**config.mk**
```make
export PLATFORM = sky130hd
export DESIGN_NAME = clock_mode_ctrl
export DESIGN_NICKNAME = d
export VERILOG_FILES = /design/src/rtl/clock_mode_ctrl.sv
export SDC_FILE = /design/constraint.sdc
export NUM_CORES = 1
export LEC_CHECK = 0
export ABC_AREA = 1
export BUFFER_PORTS_ARGS = -buffer_cell sky130_fd_sc_hd__buf_2
export CAP_MARGIN = 20
export CELL_PAD_IN_SITES_DETAIL_PLACEMENT = 0
export CELL_PAD_IN_SITES_GLOBAL_PLACEMENT = 2
export CORE_AREA = 2 2 144 181
export CTS_CLUSTER_SIZE = 20
export DETAILED_ROUTE_END_ITERATION = 8
export DIE_AREA = 0 0 146 183
export GPL_ROUTABILITY_DRIVEN = 0
export PLACE_DENSITY = 0.88
export SYNTH_ARGS = -nofsm -noshare
export SYNTH_HDL_FRONTEND = slang
export SYNTH_SLANG_ARGS = --single-unit
```
**constraint.sdc**
```tcl
create_clock -name clk -period 4.93 [get_ports clk]
set_input_delay 0.493 -clock clk [delete_from_list [all_inputs] [get_ports clk]]
set_output_delay 0.493 -clock clk [all_outputs]
set_load 0.01 [all_outputs]
```
**src/rtl/clock_mode_ctrl.sv**
```systemverilog
// Front-panel controller for the digital clock.
// Debounces the five push buttons, sequences RUN / SET_TIME / SET_ALARM,
// drives the timekeeper's set controls and owns the alarm, snooze and ring logic.
module clock_mode_ctrl #(
  parameter int DEBOUNCE_CYCLES = 2000000,
  parameter int RING_SECONDS    = 60,
  parameter int SNOOZE_MINUTES  = 5
) (
  input  logic       clk,
  input  logic       reset,
  input  logic       mode_btn,
  input  logic       left,
  input  logic       right,
  input  logic       up,
  input  logic       down,
  input  logic       one_hz_tick,
  input  logic [5:0] hours,
  input  logic [5:0] minutes,
  input  logic [5:0] seconds,
  output logic       set_mod,
  output logic       alarm_edit,
  output logic [2:0] pos,
  output logic       inc,
  output logic       dec,
  output logic [5:0] alarm_hours,
  output logic [5:0] alarm_minutes,
  output logic       alarm_en,
  output logic       ringing
);

  localparam int DBW = (DEBOUNCE_CYCLES > 1) ? $clog2(DEBOUNCE_CYCLES) : 1;
  localparam int RCW = $clog2(RING_SECONDS + 1);

  localparam logic [DBW-1:0] CNT_LAST = DBW'(DEBOUNCE_CYCLES - 1);
  localparam logic [DBW-1:0] CNT_ONE  = DBW'(1);
  localparam logic [RCW-1:0] RING_LOAD = RCW'(RING_SECONDS);
  localparam logic [RCW-1:0] RING_ONE  = RCW'(1);

  localparam logic [1:0] ST_RUN       = 2'd0;
  localparam logic [1:0] ST_SET_TIME  = 2'd1;
  localparam logic [1:0] ST_SET_ALARM = 2'd2;

  localparam logic [2:0] POS_HOURS   = 3'd0;
  localparam logic [2:0] POS_MINUTES = 3'd1;
  localparam logic [2:0] POS_SECONDS = 3'd2;
  localparam logic [2:0] POS_NONE    = 3'd7;

  // Button bit order: 0 mode, 1 left, 2 right, 3 up, 4 down
  logic [4:0]     btnRaw;
  logic [4:0]     sync1_q;
  logic [4:0]     sync2_q;
  logic [4:0]     stable_q;
  logic [4:0]     stablePrev_q;
  logic [DBW-1:0] cnt_q [5];
  logic [4:0]     press;

  assign btnRaw = {down, up, right, left, mode_btn};
  assign press  = stable_q & ~stablePrev_q;

  // Synchronize each button, accept a new level only after it has held for the full debounce window
  always_ff @(posedge clk) begin
    if (reset) begin
      sync1_q      <= '0;
      sync2_q      <= '0;
      stable_q     <= '0;
      stablePrev_q <= '0;
      for (int i = 0; i < 5; i++) cnt_q[i] <= '0;
    end else begin
      sync1_q      <= btnRaw;
      sync2_q      <= sync1_q;
      stablePrev_q <= stable_q;
      for (int i = 0; i < 5; i++) begin
        if (sync2_q[i] == stable_q[i]) begin
          cnt_q[i] <= '0;
        end else if (cnt_q[i] == CNT_LAST) begin
          stable_q[i] <= sync2_q[i];
          cnt_q[i]    <= '0;
        end else begin
          cnt_q[i] <= cnt_q[i] + CNT_ONE;
        end
      end
    end
  end

  // Simultaneous opposite buttons cancel each other out
  logic pMode, mvLeft, mvRight, edUp, edDown;
  assign pMode   = press[0];
  assign mvLeft  = press[1] & ~press[2];
  assign mvRight = press[2] & ~press[1];
  assign edUp    = press[3] & ~press[4];
  assign edDown  = press[4] & ~press[3];

  logic [1:0]     state_q, state_d;
  logic [2:0]     pos_q, pos_d;
  logic           setMod_q, setMod_d;
  logic           alarmEdit_q, alarmEdit_d;
  logic           inc_q, inc_d;
  logic           dec_q, dec_d;
  logic [5:0]     alarmH_q, alarmH_d;
  logic [5:0]     alarmM_q, alarmM_d;
  logic           alarmEn_q, alarmEn_d;
  logic           ringing_q, ringing_d;
  logic           snooze_q, snooze_d;
  logic [5:0]     snzH_q, snzH_d;
  logic [5:0]     snzM_q, snzM_d;
  logic [RCW-1:0] ringCnt_q, ringCnt_d;
  logic           matchPrev_q;

  logic [6:0] snzSum;
  logic [5:0] snzHNext, snzMNext;
  logic [5:0] tgtH, tgtM;
  logic       match, matchRise;

  // Snooze target is the current time plus the snooze delay, wrapping the hour at midnight
  always_comb begin
    snzSum   = {1'b0, minutes} + 7'(SNOOZE_MINUTES);
    snzHNext = hours;
    snzMNext = snzSum[5:0];
    if (snzSum >= 7'd60) begin
      snzMNext = 6'(snzSum - 7'd60);
      snzHNext = (hours >= 6'd23) ? 6'd0 : hours + 6'd1;
    end
  end

  // Alarm compare against either the programmed alarm or the pending snooze time
  always_comb begin
    tgtH      = snooze_q ? snzH_q : alarmH_q;
    tgtM      = snooze_q ? snzM_q : alarmM_q;
    match     = (state_q == ST_RUN) && alarmEn_q && (hours == tgtH) &&
                (minutes == tgtM) && (seconds == 6'd0);
    matchRise = match & ~matchPrev_q;
  end

  // Mode sequencing, cursor movement, field edits and alarm ring/snooze handling
  always_comb begin
    state_d   = state_q;
    pos_d     = pos_q;
    inc_d     = 1'b0;
    dec_d     = 1'b0;
    alarmH_d  = alarmH_q;
    alarmM_d  = alarmM_q;
    alarmEn_d = alarmEn_q;
    ringing_d = ringing_q;
    snooze_d  = snooze_q;
    snzH_d    = snzH_q;
    snzM_d    = snzM_q;
    ringCnt_d = ringCnt_q;

    if (pMode) begin
      // A mode press while ringing only silences the alarm
      ringing_d = 1'b0;
      snooze_d  = 1'b0;
      if (!ringing_q) begin
        case (state_q)
          ST_RUN: begin
            state_d = ST_SET_TIME;
            pos_d   = POS_HOURS;
          end
          ST_SET_TIME: begin
            state_d = ST_SET_ALARM;
            pos_d   = POS_HOURS;
          end
          default: begin
            state_d = ST_RUN;
            pos_d   = POS_NONE;
          end
        endcase
      end
    end else begin
      case (state_q)
        ST_RUN: begin
          if (ringing_q) begin
            if (edUp) begin
              ringing_d = 1'b0;
              snooze_d  = 1'b1;
              snzH_d    = snzHNext;
              snzM_d    = snzMNext;
            end else if (edDown) begin
              ringing_d = 1'b0;
              snooze_d  = 1'b0;
            end else if (one_hz_tick) begin
              if (ringCnt_q <= RING_ONE) begin
                ringing_d = 1'b0;
                ringCnt_d = '0;
              end else begin
                ringCnt_d = ringCnt_q - RING_ONE;
              end
            end
          end else if (edUp) begin
            alarmEn_d = ~alarmEn_q;
            if (alarmEn_q) snooze_d = 1'b0;
          end else if (matchRise) begin
            ringing_d = 1'b1;
            ringCnt_d = RING_LOAD;
            snooze_d  = 1'b0;
          end
        end
        ST_SET_TIME: begin
          inc_d = edUp;
          dec_d = edDown;
          if (mvLeft) begin
            pos_d = (pos_q == POS_HOURS) ? POS_SECONDS : pos_q - 3'd1;
          end else if (mvRight) begin
            pos_d = (pos_q >= POS_SECONDS) ? POS_HOURS : pos_q + 3'd1;
          end
        end
        ST_SET_ALARM: begin
          if (pos_q == POS_HOURS) begin
            if (edUp)   alarmH_d = (alarmH_q >= 6'd23) ? 6'd0 : alarmH_q + 6'd1;
            if (edDown) alarmH_d = (alarmH_q == 6'd0) ? 6'd23 : alarmH_q - 6'd1;
          end else begin
            if (edUp)   alarmM_d = (alarmM_q >= 6'd59) ? 6'd0 : alarmM_q + 6'd1;
            if (edDown) alarmM_d = (alarmM_q == 6'd0) ? 6'd59 : alarmM_q - 6'd1;
          end
          if (mvLeft || mvRight) begin
            pos_d = (pos_q == POS_HOURS) ? POS_MINUTES : POS_HOURS;
          end
        end
        default: begin
          state_d = ST_RUN;
          pos_d   = POS_NONE;
        end
      endcase
    end

    setMod_d    = (state_d == ST_SET_TIME);
    alarmEdit_d = (state_d == ST_SET_ALARM);
  end

  // Controller state and all outputs are registered
  always_ff @(posedge clk) begin
    if (reset) begin
      state_q     <= ST_RUN;
      pos_q       <= POS_NONE;
      setMod_q    <= 1'b0;
      alarmEdit_q <= 1'b0;
      inc_q       <= 1'b0;
      dec_q       <= 1'b0;
      alarmH_q    <= '0;
      alarmM_q    <= '0;
      alarmEn_q   <= 1'b0;
      ringing_q   <= 1'b0;
      snooze_q    <= 1'b0;
      snzH_q      <= '0;
      snzM_q      <= '0;
      ringCnt_q   <= '0;
      matchPrev_q <= 1'b0;
    end else begin
      state_q     <= state_d;
      pos_q       <= pos_d;
      setMod_q    <= setMod_d;
      alarmEdit_q <= alarmEdit_d;
      inc_q       <= inc_d;
      dec_q       <= dec_d;
      alarmH_q    <= alarmH_d;
      alarmM_q    <= alarmM_d;
      alarmEn_q   <= alarmEn_d;
      ringing_q   <= ringing_d;
      snooze_q    <= snooze_d;
      snzH_q      <= snzH_d;
      snzM_q      <= snzM_d;
      ringCnt_q   <= ringCnt_d;
      matchPrev_q <= match;
    end
  end

  assign set_mod       = setMod_q;
  assign alarm_edit    = alarmEdit_q;
  assign pos           = pos_q;
  assign inc           = inc_q;
  assign dec           = dec_q;
  assign alarm_hours   = alarmH_q;
  assign alarm_minutes = alarmM_q;
  assign alarm_en      = alarmEn_q;
  assign ringing       = ringing_q;

endmodule
```
### Word-level counts from Yosys, hierarchy flattened

Memory sizes are Yosys's and may differ from the RTL's.
Index checks and enable logic that the tools add are counted.

* memory bits (writable): 105
* flip-flop bits (word level): 63
* input bits: 26
* logic and storage cells: 255
* memories kept: 1

* eq/ne operators: 24
* multiplexer cells: 119
* magnitude comparators: 6
* reductions and logical operators: 29
* bitwise operators: 38
* add/sub/neg operators: 15

Memories
* cnt_q: words 5, width 21, rd ports 5, clocked after Yosys merged registers in 0, write ports 5, line 54 `logic [DBW-1:0] cnt_q [5];`

Operators by type and width (count)
* $mux 21: 15
* $mux 6: 20
* $add 21x1->21 const B: 5
* $eq 21x21->1 const B: 5
* $mux 1: 71
* $mux 3: 8
* $reduce_and 4->1: 6
* $add 6x1->6 const B: 3
* $logic_not 6->1: 3
* $sub 6x1->6 const B: 3
* $not 1->1: 16
* $or 1x1->1: 15
* $eq 6x6->1: 2
* $ge 6x5->1 const B: 2
* $reduce_and 2->1: 5
* $pmux 3 s3: 1
* $ne 2x2->1 const B: 4
* $add 6x3->7 const B: 1
* $ge 7x6->1 const B: 1
* $ge 6x6->1 const B: 1
* $le 6x1->1 const B: 1
* $mux 2: 3
* $ne 3x3->1 const B: 2
* $reduce_and 6->1: 1
* 21 further kinds: 37

### Longest topological paths before layout

Gate-level depths: netlist (run 1).

* depth after elaboration: 9
* gate-level depth with buffers: 15
* mapped depth without buffers: 15

### Worst setup path after synthesis (run 1)

Ideal clock, no wire load.

* path type: input -> register
* start: in minutes[0]
* end: reg snzM_q[4]
* stages on the path: 13
* buffers on the path: 1
* slack: 3023 ps
* arrival time: 1794 ps
* cells stage by stage: ha_1 -> inv_1 -> nand2_1 -> nand2_1 -> ha_1 -> nand2_1 -> nor2_1 -> nand2_1 -> nand3_2 -> buf_6 -> a21oi_1 -> o21ai_1 -> inv_1

* longest elaborated chain between the ends: 3
* elaborated cells on any way between the ends: 4
* those cells by class: add/sub (2); order compare (1); mux (1)

Ends and longest elaborated chain
* start: declaration: line 18 `input logic [5:0] minutes,`
* $add 6x3->7 *: line 116 `snzSum = {1'b0, minutes} + 7'(SNOOZE_MINUTES);`
* $sub 6x6->6 or $ge 7x6->1 (tied branches): line 120, 119
* $mux 6 *: line 119 `if (snzSum >= 7'd60) begin`
* end signal: assignment: line 261 `snzM_q <= snzM_d;`
* end: declaration: line 105 `logic [5:0] snzM_q, snzM_d;`

Every way passes the cells marked *; elsewhere a longest branch is shown, timed or not.
A chain may end at the register's enable or synchronous reset.

==> metrics.cfg, run 1 <==
[global_routing]
grt_use_total_pct = 16.3
grt-ovfl-total = 0
grt_max_degree = 46
grt_pass1_vias = 7734
grt_pass1_wl_um = 35900
grt_antenna_before_repair = 0

[detailed_routing]
vias_per_cell = 4.66
routed_wl_um = 20900
drc = 0
via_count = 8107
dr.pass1.iters = 6
postRouteAntennaNets = 0
drt_iter0_markers = 338
wl_per_cell_um = 12.0

[synthesis]
yosys-top-cells-area = edfxtp_1 (32%), dfxtp_1 (13%), nand2_1 (8.6%)
synth_xor_area_share_pct = 3.65
post_synth_num_cell_types = 51
synth-compound-area-share_pct = 11.8
synth_adder_area_share_pct = 3.57
ys.flop_type = edfxtp_1
yosys-top-cells-count = nand2_1 (226), inv_1 (179), nor2_1 (164)
ys_seq_area_share_pct = 44.9
syn_area_mm2 = 0.00983
synth_top_family_by_area = simple AND/OR/NAND/NOR gates
synth_mux_area_share_pct = 0
ys_warn_count = 0
synth.most_common_cell = nand2_1
synthSimpleGateAreaFrac_pct = 27.5
synth_edf_count = 105
synth_async_sr_flop_share_pct = 0
avgSynthCellArea_um2 = 7.90
synth_area_leader_cell = edfxtp_1
synth_seq_cells = 168
syn_inst = 1244
synth_top_cell_area_share_pct = 32.1

[clock_network]
cts.reportedPaths.clkPinSlew_ns = 0.07
ctsHtreeMaxLevel = 4
cts_tree = done
cts_root_buffer = clkbuf_16
cts_buffers = 17
clock_latency_ns = 0.43
cts_sinks = 168
cts_hold_buf = 0
postCtsSetupBuffers = 0
clock_path_buffers = 2
ctsResizeCount = 0

[finish]
area_growth_pct = 15.1
fill_cells = 2638
post-route-util_pct = 45.1
drive_above_1_share_pct = 9.26
num_antenna_cells = 0
nets = 1445

[setup_path]
start_kind = register
cp-startpoint = cnt_q[1][0]
crit_path_end = cnt_q[1][14]
cp_max_fo = 12
critPathArrivalTime_ns = 2.83
crit_required_ns = 5.19
r2r_slack_ns = 2.36
worst-r2r-cell-count = 7
worstSetupEndpointType = register
crit_type = reg2reg
r2r-end = cnt_q[1][14]
rr_startpoint = cnt_q[1][0]

[die]
die_area_mm2 = 0.0267
std_cell_rows = 65
initial_core_util_pct = 39.2
core_area_mm2 = 0.0250
die_x_um = 146
ios = 47
dieHeight_um = 183

[pwr]
p_sw_mw = 0.698
powerDensity_mw_per_mm2 = 266
p_int_mw = 2.31
swShare_pct = 23.2
ir_drop_mv = 0.212
p_seq_share_pct = 52.1
power_frac_clock_pct = 43.0
combPwrFrac_pct = 4.8
p_leak_nw = 4.83

[sta]
tns_ns = 0
slew-limit-headroom_pct = 36.3
drv_slew = 0
setup_viol = 0
worstMarginPinSlew_ns = 0.950
rsz0062_at_grt = false
hold_viol_final = 0
timing.final.crit_share_pct = 52.1
clock_skew_ns = 0.0113
max_freq_mhz = 389
fin_crit_ns = 2.57

[placement]
portBuffers = 46
dpl.hpwl_um = 15600

[run]
max-cap-violations = 0

[min_path]
min_path_type = in2reg

[status]
outcome = complete, no violations

-- layout by cell type (no fill, tap or decap), types with 2 or more instances in the layout --
cell	instances
nand2_1	226
inv_1	179
nor2_1	164
edfxtp_1	105
conb_1	105
a21oi_1	82
o21ai_0	67
nand3_1	65
dfxtp_1	63
buf_2	46
nor3_1	40
xor2_1	34
nand4_1	28
ha_1	28
clkbuf_16	17
nor2_2	16
nor3b_1	14
a31oi_1	9
o21ai_1	9
o21a_1	9
o211ai_1	8
nor3_2	7
xnor2_1	7
inv_2	6
nand3_2	6
and3_1	5
a211oi_1	5
nor4_1	4
or2_2	4
o21bai_1	4
nor2_4	4
inv_4	3
a221oi_1	3
clkinv_2	3
clkbuf_8	3
a31o_2	2
nand2_2	2
clkinv_1	2
clkinvlp_4	2
-- how the worst min path moves through the flow --
stage / start / end / depth (start not counted)
floorplan: sync1_q[0] / sync2_q[0] / 2
global placement: sync1_q[1] / sync2_q[1] / 2
detailed placement: sync1_q[1] / sync2_q[1] / 2
CTS: up / sync1_q[3] / 3
global route: up / sync1_q[3] / 3
finish: up / sync1_q[3] / 3
-- critical path: stages, from the launching register on --
cell and delay [ns]:
edfxtp_1 0.41, ha_1 0.23, nand2_1 0.13, nor3_1 0.10
and3_1 0.20, nor2_1 0.55, clkinv_1 0.47, nor3b_1 0.30
-- stage by stage --
step	instance area [um^2]	std cells	worst slack (ns)	hold slack (ns)	total power [mW]
global placement	10700	1707	2.30	0.390	1.75
detailed placement	10700	1707	2.26	0.395	1.75
finish	11300	1739	2.36	0.271	3.01
CTS	11300	1739	2.35	0.253	3.05
global route	11300	1739	2.04	0.259	3.14
floorplan	10200	1348	3.02	0.388	1.70
-- sequential cells by signal, summed over array words and instances, names as in the netlist --
register / count
alarm_edit: 1
alarm_en: 1
alarm_hours: 6
alarm_minutes: 6
cnt_q: 105
dec: 1
inc: 1
matchPrev_q: 1
pos: 3
ringCnt_q: 6
ringing: 1
set_mod: 1
snooze_q: 1
snzH_q: 6
snzM_q: 6
stablePrev_q: 5
stable_q: 5
state_q: 2
sync1_q: 5
sync2_q: 5
-- layout make-up --
type                    count  area, um^2  share of cell area [%]
multi-input cells         970        4970                    43.9
flip-flops and latches    168        4410                    39.0
inverters                 187         704                    6.23
clock buffers              21         470                    4.16
well taps                 335         419                    3.71
repair buffers             47         238                    2.10
clock inverters            11        93.8                   0.830
-- per-layer routing --
metal	global-route usage, %	share of wire, %	up-vias
li1	-	-	4336
met1	20.5	48	3654
met2	28.3	48	96
met3	3.13	2.7	21
met4	5.55	1.8	0
met5	0	0	-
-- power groups by stage --
stage,combinational (mW),sequential (mW),clock [mW]
2_1_floorplan,0.109,1.59,0
3_3_place_gp,0.145,1.60,0
3_5_place_dp,0.145,1.60,0
4_1_cts,0.146,1.57,1.34
5_1_grt,0.172,1.58,1.39
6_report,0.146,1.57,1.30
-- logic make-up (layout without fill, tap and decap cells) --
logic type               after synthesis  in the layout
adder cells (fa/ha/maj)               28             28
buffers and inverters                210            266
flip-flops                           168            168
AND/OR/NAND/NOR                      590            590
AO/OA/AOI/OAI                        206            206
other                                  1            105
XOR/XNOR                              41             41
No activity file was read; power rests on OpenSTA's default activity.
==> inputs of run 2 (changes only) <==
--- a/config.mk
+++ b/config.mk
@@ -10,12 +10,12 @@
 export CAP_MARGIN = 20
 export CELL_PAD_IN_SITES_DETAIL_PLACEMENT = 0
 export CELL_PAD_IN_SITES_GLOBAL_PLACEMENT = 2
-export CORE_AREA = 2 2 144 181
+export CORE_AREA = 2 2 149 188
 export CTS_CLUSTER_SIZE = 20
 export DETAILED_ROUTE_END_ITERATION = 8
-export DIE_AREA = 0 0 146 183
+export DIE_AREA = 0 0 151 190
 export GPL_ROUTABILITY_DRIVEN = 0
-export PLACE_DENSITY = 0.88
+export PLACE_DENSITY = 0.83
 export SYNTH_ARGS = -nofsm -noshare
 export SYNTH_HDL_FRONTEND = slang
 export SYNTH_SLANG_ARGS = --single-unit
==> constraint.sdc (replaced) <==
create_clock -name clk -period 2.6 [get_ports clk]
set_input_delay 0.26 -clock clk [delete_from_list [all_inputs] [get_ports clk]]
set_output_delay 0.26 -clock clk [all_outputs]
set_load 0.01 [all_outputs]
==> metrics.cfg, run 2 (same netlist as run 1, synthesis figures left out) <==
[pwr]
p_leak_nw = 4.92  ; +1.9%
ir_drop_mv = 0.412  ; +94%
powerDensity_mw_per_mm2 = 513  ; +93%
p_total_mw = 5.89  ; +95%

[global_routing]
grt_pass1_wl_um = 36800  ; +2.5%
grt-ovfl-total = 0  ; unchanged
grt_pass1_vias = 7931  ; +2.5%
grt_use_total_pct = 16.0  ; -0.35 points
grt_max_degree = 33  ; -28%
grt_antenna_before_repair = 0  ; unchanged

[setup_path]
r2r-end = ringCnt_q[2]
critPathArrivalTime_ns = 2.34  ; -0.49 ns
r2r_slack_ns = 0.59  ; -1.77 ns
start_kind = register
rr_startpoint = stable_q[4]
cp_max_fo = 7  ; -5
worstSetupEndpointType = register
worst-r2r-cell-count = 9  ; +2
crit_required_ns = 2.93  ; -2.26 ns
crit_type = reg2reg

[sta]
setup_viol = 0  ; unchanged
timing.final.crit_share_pct = 77.4  ; +25 points
setup_ws_ns = 0.588  ; -1.77 ns
hold_viol_final = 0  ; unchanged
clock_skew_ns = 0.00985  ; -0.00149 ns
tns_ns = 0  ; unchanged
rsz0062_at_grt = false
drv_slew = 0  ; unchanged
fin_crit_ns = 2.01  ; -0.558 ns
max_freq_mhz = 497  ; +28%

[clock_network]
postCtsSetupBuffers = 0  ; unchanged
cts_hold_buf = 0  ; unchanged
cts_root_buffer = clkbuf_16
clock_latency_ns = 0.44  ; about the same
cts.reportedPaths.clkPinSlew_ns = 0.07  ; about the same
cts_tree = done
clock_path_buffers = 2  ; unchanged
ctsHtreeMaxLevel = 4  ; unchanged
cts_sinks = 168  ; unchanged
cts_buffers = 17  ; unchanged
ctsResizeCount = 0  ; unchanged

[die]
die_x_um = 151  ; +3.4%
std_cell_rows = 68  ; +4.6%
initial_core_util_pct = 36.3  ; -2.9 points
die_area_mm2 = 0.0287  ; +7.4%
core_area_mm2 = 0.0271  ; +8.0%
dieHeight_um = 190  ; +3.8%
ios = 47  ; unchanged

[detailed_routing]
via_count = 8179  ; +0.89%
postRouteAntennaNets = 0  ; unchanged
vias_per_cell = 4.63  ; -0.71%
routed_wl_um = 21900  ; +5.1%
wl_per_cell_um = 12.4  ; +3.4%
drt_iter0_markers = 485  ; +43%
dr.pass1.iters = 5  ; -1
drc = 0  ; unchanged

[finish]
nets = 1458  ; +0.90%
most-common-layout-cells = nand2_1 (226), inv_1 (179), nor2_1 (164)
regMostFlops = cnt_q
area_growth_pct = 16.8
largest_reg_flops = 105  ; unchanged
num_antenna_cells = 0  ; unchanged
mostFrequentLayoutCell = nand2_1
drive_above_1_share_pct = 10.2  ; +0.90 points

[min_path]
min_path_type = in2reg
hold_depth = 3  ; unchanged
min_delay_worst_endpoint = sync1_q[0]
worstHoldStart = mode_btn

[placement]
dp_slack_ns = 0.488  ; -1.77 ns
portBuffers = 46  ; unchanged
dpl.hpwl_um = 16600  ; +6.3%

[run]
max-cap-violations = 0  ; unchanged

[status]
outcome = complete, no violations

-- run 2: cell count changes in the layout (fill, tap and decap cells not counted), sizes merged --
cell and change:
clkbuf +2, clkinv +1, buf +13, inv -1, clkinvlp -2
-- run 2: metrics by stage --
step / std cells / utilization (%) / hold WS, ns / instance area (um^2)
after floorplan: 1348 / - / 0.349 / 10200
after global placement: 1735 / 40.1 / 0.391 / 10900
after detailed placement: 1735 / 40.1 / 0.392 / 10900
after CTS: 1767 / 42.4 / 0.00505 / 11500
after global routing: 1767 / 42.4 / 0.0133 / 11500
final: 1767 / 42.4 / 0.0271 / 11500
-- run 2: report_power, final --
group          total [mW]  internal [mW]  switching [mW]
Combinational       0.284         0.0927           0.191
Sequential           2.98           2.91          0.0703
Clock                2.63           1.54            1.08
Total                5.89           4.54            1.34
-- run 2: worst max-delay path by stage --
| stage | start | to | slack (ns) |
|---|---|---|---|
| 6_report | stable_q[4] | ringCnt_q[2] | 0.59 |
| 5_1_grt | state_q[0] | ringCnt_q[1] | 0.28 |
| 4_1_cts | cnt_q[2][16] | cnt_q[2][13] | 0.55 |
| 3_5_place_dp | minutes[0] | snzM_q[2] | 0.49 |
| 3_3_place_gp | minutes[0] | snzM_q[2] | 0.56 |
| 2_1_floorplan | stable_q[3] | ringCnt_q[2] | 0.74 |
-- run 2: worst max-delay path: stages, from the launching register on --
cell and delay, ns:
dfxtp_1 0.35, inv_1 0.07, nor2_1 0.16, inv_1 0.06, ha_1 0.30, nor3_2 0.35, nand2_1 0.26, o21ai_0 0.20
o21bai_1 0.12, inv_1 0.04
-- run 2: layout make-up --
class | count | area, um^2
Clock buffer | 23 | 532
Clock inverter | 9 | 82.6
Sequential cell | 168 | 4410
Inverter | 187 | 704
Fill cell | 2835 | 15600
Tap cell | 350 | 438
Timing Repair Buffer | 60 | 335
Multi-Input combinational cell | 970 | 4970
-- run 2: routing by layer --
layer / routed length, um / vias to the layer above / GRT usage (%)
met4: 256 / 0 / 4.60
met5: 0 / - / 0
met3: 596 / 20 / 2.88
met2: 11100 / 79 / 28.9
met1: 9940 / 3722 / 19.2
li1: - / 4358 / -
